$ cat config.mk
export PLATFORM = sky130hd
export DESIGN_NAME = writeback_regfile
export DESIGN_NICKNAME = d
export VERILOG_FILES = /design/src/rtl/writeback_regfile_pkg.sv /design/src/rtl/load_extender.sv /design/src/rtl/writeback_regfile.sv
export SDC_FILE = /design/constraint.sdc
export NUM_CORES = 2
export LEC_CHECK = 0
export CELL_PAD_IN_SITES_DETAIL_PLACEMENT = 1
export CELL_PAD_IN_SITES_GLOBAL_PLACEMENT = 2
export CORE_ASPECT_RATIO = 0.9
export CORE_UTILIZATION = 43
export CTS_CLUSTER_SIZE = 12
export DETAILED_ROUTE_END_ITERATION = 8
export HOLD_SLACK_MARGIN = 0.12
export PLACE_DENSITY_LB_ADDON = 0.25
export SLEW_MARGIN = 20
export SYNTH_ARGS = -nofsm -noshare
export SYNTH_HDL_FRONTEND = slang
export SYNTH_HIERARCHICAL = 1
export SYNTH_SLANG_ARGS = --single-unit
export TNS_END_PERCENT = 1
$ cat constraint.sdc
create_clock -name clk -period 61.8 [get_ports clk]
set_input_delay 15.45 -clock clk [delete_from_list [all_inputs] [get_ports clk]]
set_output_delay 15.45 -clock clk [all_outputs]
set_load 0.03 [all_outputs]
$ cat src/rtl/writeback_regfile_pkg.sv
// Shared pipeline encodings used by the write-back stage: result-select codes,
// load funct3 codes and the datapath width.
package writeback_regfile_pkg;

    localparam int unsigned XLEN = 32;
    localparam int unsigned NREG = 32;
    localparam int unsigned REG_AW = $clog2(NREG);

    typedef enum logic [1:0] {
        RESULT_ALU = 2'b00,
        RESULT_MEM = 2'b01,
        RESULT_PC4 = 2'b10,
        RESULT_IMM = 2'b11
    } result_src_e;

    typedef enum logic [2:0] {
        F3_LB  = 3'b000,
        F3_LH  = 3'b001,
        F3_LW  = 3'b010,
        F3_LBU = 3'b100,
        F3_LHU = 3'b101
    } load_f3_e;

endpackage

$ cat src/rtl/load_extender.sv
// Picks the addressed byte/halfword out of an aligned load word and sign- or
// zero-extends it according to the load funct3.
module load_extender
    import writeback_regfile_pkg::*;
(
    input  logic [2:0]      funct3_i,
    input  logic [1:0]      off_i,
    input  logic [XLEN-1:0] rdata_i,
    output logic [XLEN-1:0] ext_o
);

    logic [7:0]  byte_sel;
    logic [15:0] half_sel;

    always_comb begin
        unique case (off_i)
            2'd0: byte_sel = rdata_i[7:0];
            2'd1: byte_sel = rdata_i[15:8];
            2'd2: byte_sel = rdata_i[23:16];
            2'd3: byte_sel = rdata_i[31:24];
        endcase
    end

    // Halfword loads ignore off[0]; misaligned halves are not split.
    assign half_sel = off_i[1] ? rdata_i[31:16] : rdata_i[15:0];

    always_comb begin
        case (funct3_i)
            F3_LB:   ext_o = {{(XLEN - 8){byte_sel[7]}}, byte_sel};
            F3_LH:   ext_o = {{(XLEN - 16){half_sel[15]}}, half_sel};
            F3_LBU:  ext_o = {{(XLEN - 8){1'b0}}, byte_sel};
            F3_LHU:  ext_o = {{(XLEN - 16){1'b0}}, half_sel};
            default: ext_o = rdata_i;
        endcase
    end

endmodule

$ cat src/rtl/writeback_regfile.sv
// Write-back stage: result selection, 31-entry integer register file with
// same-cycle write-through on both decode read ports, and a commit counter.
module writeback_regfile
    import writeback_regfile_pkg::*;
#(
    parameter int unsigned XLEN = writeback_regfile_pkg::XLEN,
    parameter int unsigned NREG = writeback_regfile_pkg::NREG
) (
    input  logic            clk,
    input  logic            rst,
    input  logic            RegWriteW,
    input  logic [1:0]      ResultSrcW,
    input  logic [XLEN-1:0] ALUResultW,
    input  logic [XLEN-1:0] ReadDataW,
    input  logic [XLEN-1:0] PCPlus4W,
    input  logic [XLEN-1:0] ImmExtW,
    input  logic [2:0]      Funct3W,
    input  logic [4:0]      RdW,
    input  logic [4:0]      A1D,
    input  logic [4:0]      A2D,
    output logic [XLEN-1:0] RD1D,
    output logic [XLEN-1:0] RD2D,
    output logic [XLEN-1:0] ResultW,
    output logic [31:0]     WbCount
);

    logic [XLEN-1:0] load_val;
    logic            commit;
    logic [XLEN-1:0] regs_q [1:NREG-1];
    logic [31:0]     wb_count_q;
    logic [31:0]     wb_count_d;

    load_extender u_load_extender (
        .funct3_i (Funct3W),
        .off_i    (ALUResultW[1:0]),
        .rdata_i  (ReadDataW),
        .ext_o    (load_val)
    );

    always_comb begin
        unique case (ResultSrcW)
            RESULT_ALU: ResultW = ALUResultW;
            RESULT_MEM: ResultW = load_val;
            RESULT_PC4: ResultW = PCPlus4W;
            RESULT_IMM: ResultW = ImmExtW;
        endcase
    end

    assign commit = RegWriteW && (RdW != 5'd0);

    // x0 has no storage; the array starts at index 1.
    always_ff @(posedge clk or posedge rst) begin
        if (rst) begin
            for (int i = 1; i < NREG; i++) begin
                regs_q[i] <= '0;
            end
        end else if (commit) begin
            regs_q[RdW] <= ResultW;
        end
    end

    assign wb_count_d = commit ? wb_count_q + 32'd1 : wb_count_q;

    always_ff @(posedge clk or posedge rst) begin
        if (rst) begin
            wb_count_q <= '0;
        end else begin
            wb_count_q <= wb_count_d;
        end
    end

    assign WbCount = wb_count_q;

    always_comb begin
        if (A1D == 5'd0) begin
            RD1D = '0;
        end else if (commit && (RdW == A1D)) begin
            RD1D = ResultW;
        end else begin
            RD1D = regs_q[A1D];
        end
    end

    always_comb begin
        if (A2D == 5'd0) begin
            RD2D = '0;
        end else if (commit && (RdW == A2D)) begin
            RD2D = ResultW;
        end else begin
            RD2D = regs_q[A2D];
        end
    end

endmodule

==> qor_table.md <==
| Parameter | This run |
|---|---|
| Area of the mapped netlist | 54,800 sq um |
| Cells on worst reg2reg path | 5 |
| Count of TritonRoute iterations in the first routing pass | 5 |
| CTS root buffer | clkbuf_16 |
| Most common cell type on the critical path | buf_4 |
| Reg clk slew, reported paths | 0.06 ns |
| Power per Cell Area | 34.3 nW/um^2 |
| Type of element capturing the critical path | primary output |
| Post-layout instance area | 62,600 sq um |
| Post-CTS setup buffers | 0 |
| Most frequent cell after synthesis | nand2_1 |
| Share of the synthesized area in the top cell type | 46.7% |
| Max_cap viols | 0 |
| Static Leakage | 0.0277 uW |
| Clock skew after layout | 0.00566 ns |
| Worst-path fanout max | 77 |
| Largest area contributor in the netlist | dfrtp_1 |
| Final count of pins violating max slew | 0 |
| Proportion of layout cells with a drive suffix above 1 | 16.9% |
| Final #Nets | 5,473 |
| Dominant delay contributor by cell family on the critical path | buffers and inverters |
| Antenna violations before repair | 12 |
| Number of enable-type register cells in the synthesized netlist | 0 |
| Post-synthesis register bit count | 1,024 |
| Worst min-delay path class | flip-flop to flip-flop |
| Initial DRC count | 4,005 |
| Clk buf depth | 3 |
| Transition time of the tightest slew-check pin | 1.22 ns |
| Worst voltage drop across the vdd grid | 29.5 uV |
| Class of the most critical setup path | input port to primary output |
| Port bufs | 278 |
| Share of the synthesized area in compound gates (AO/OA/AOI/OAI) | 15.7% |
| Flip-flop cell with the highest count after synthesis | dfrtp_1 |
| Most heavily used metal layer in global routing | met2 |
| Leading cell types by count after synthesis | nand2_1, dfrtp_1, o21ai_0 |
| Number of stages on the worst setup path | 9 |
| Outcome | finished clean |
| IO Count | 279 |
| Final setup violating endpoints | 0 |
| Required time of the worst setup path | 46.35 ns |
| Total of hold buffers inserted after clock tree synthesis | 0 |
| Met2 usage in global routing | 51.0% |
| TritonCTS Buffers | 113 |
| Global-route wire length before repair | 312,000 um |
| Combinational family with the most area after synthesis | multiplexers |
| DR WL/cell | 29.4 um |
| CTS tree | built |
| Half-perimeter wire length after detailed placement | 125,000 um |
| Via total after detailed routing | 44,600 |
| Count of yosys warnings during synthesis | 6 |
| Fillers | 13,600 |
| Chip Height | 341 um |
| Post-synth ARST share | 100% |
| Sequence of cells on the critical path | buf_8, buf_4, buf_4, mux2_2, a221oi_1, nor4_1, a211o_1, and3_1, clkdlybuf4s50_1 |
| Cells after Synth | 5,346 |
| Fraction of synthesized cell area in xor and xnor cells | 0.655% |
| Routed WL | 209,000 um |
| Detailed-route DRC error count | 0 |
| Setup total negative slack | 0 ns |
| Cell area after placement | 58,600 sq um |
| Later-pin clock latency in the skew report | 0.73 ns |
| Site row count | 123 |
| Overall overflow remaining after global route | 0 |
| Vias in the first global route | 46,400 |
| Die ar. | 129,000 sq um |
| Synthesized Nets | 5,498 |
| Post-cts resize count | 0 |
| Global Route met3 Usage | 5.94% |
| # clock sinks | 1,024 |
| Number of distinct library cells after synthesis | 55 |
| Average cell area after synthesis | 10.3 sq um |
| Maximum number of pins on one net before global-route repair | 170 |
| Rel. slew slack | 18.3% |
| Overall routing resource usage | 32.7% |
| Most area-consuming cells after synthesis | dfrtp_1, mux4_2, nand2_1 |
| Final critical path time including I/O delays and setup | 35.36 ns |
| Max Clk Rate | 28.3 MHz |
| Total buffers and inverters traversed by the critical path | 4 |
| Share of synthesized area spent on multiplexers | 20.8% |
| Horiz. Die Dim | 378 um |
| Adder-cell share of the synthesized area | 0.0228% |
| Core Region | 126,000 sq um |
| Met1 capacity usage during global routing | 45.7% |
| Delay of the slowest critical-path stage | 0.92 ns |
| H-tree levels | 3 |
| Number of cells traversed by the worst hold path | 1 |
| Sequential-to-total area share from yosys stat | 46.7% |
| Antenna viol nets, final | 0 |
| Final RePlAce weighted congestion | 0.835 |
| Via/cell ratio | 6.28 |
| Simple-gate share of the synthesized area | 11.5% |
| Number of failing hold endpoints at the final stage | 0 |
| Area added between synthesis and finish | 14.1% |
| Initial Util | 43.6% |
| Unrepaired setup endpoints after global routing | false |
| Critical path launch point type | input port |
| Fraction of the cycle the final worst path needs | 57.2% |
| Arrival time of the worst setup path | 19.91 ns |
| Slowest CP cell | buf_4 |
[state kept, by name, summed over array words and instances, names as in the netlist]
signal,flops
WbCount,32
regs_q,992
[through the flow]
step	hold slack [ns]	util, %	cells	total power, uW	setup WS, ns
5_1_grt	0.484	49.8	7103	2240	26.31
4_1_cts	0.474	49.8	7103	2150	26.47
3_5_place_dp	0.467	46.6	6893	1420	26.48
6_report	0.466	49.8	7105	2140	26.44
3_3_place_gp	0.460	46.6	6893	1390	26.46
2_1_floorplan	0.460	-	5346	1240	17.53
[routing by layer]
metal	wire length (um)	vias up	part of all wire [%]
li1	-	19300	-
met1	90500	23300	43
met2	95600	1555	46
met3	14200	457	6.8
met4	8220	12	3.9
met5	82	-	0.039
[final timing paths]
path,slack [ns],startpoint,end
max in group asynchronous,43.39,rst,regs_q[309]
max reg2reg,59.66,WbCount[14],WbCount[31]
min reg2reg,0.47,WbCount[31],WbCount[31]
min,0.47,WbCount[31],WbCount[31]
max,26.44,A2D[1],RD2D[27]
min in group asynchronous,15.28,rst,regs_q[844]
[worst register-to-register path: cells and delay by family (launching register included)]
kind	cells	cell delay [ns]
xor+xnor	1	0.15
flops	1	0.42
simple gates	4	1.45
[power breakdown]
group	switching (uW)	internal [uW]
clock network	296	434
logic	264	224
registers	114	812
[logic make-up after synthesis]
family	count (synthesis)
flops	1024
mux	709
simple gates	1506
buf+inv	567
compound gates	1498
fa+ha+maj	1
xor+xnor	41
[cells in the final DEF (no fill, tap or decap), drive strengths merged, types with 14 or more instances in the layout]
| master | instances |
|---|---|
| nand2 | 1287 |
| o21ai | 1070 |
| dfrtp | 1024 |
| mux4 | 325 |
| clkdlybuf4s50 | 268 |
| mux2 | 195 |
| mux2i | 189 |
| clkbuf | 177 |
| a22oi | 153 |
| buf | 122 |
| o22ai | 116 |
| a221oi | 70 |
| and3 | 57 |
| nor4 | 57 |
| a211o | 52 |
| inv | 39 |
| xnor2 | 29 |
| nor2 | 20 |
| clkinv | 18 |
| nor2b | 14 |
[layout make-up]
cell class,count,area (sq um),area share (%)
tap,1687,2110,3.37
sequential,1024,25600,41.0
clock inverter,33,464,0.742
timing repair buffer,390,3700,5.92
inverter,37,146,0.234
multi-input combinational,3755,27000,43.2
antenna,2,5.00,0.00800
clock buffer,177,3510,5.61
No activity file was read; power rests on OpenSTA's default activity.
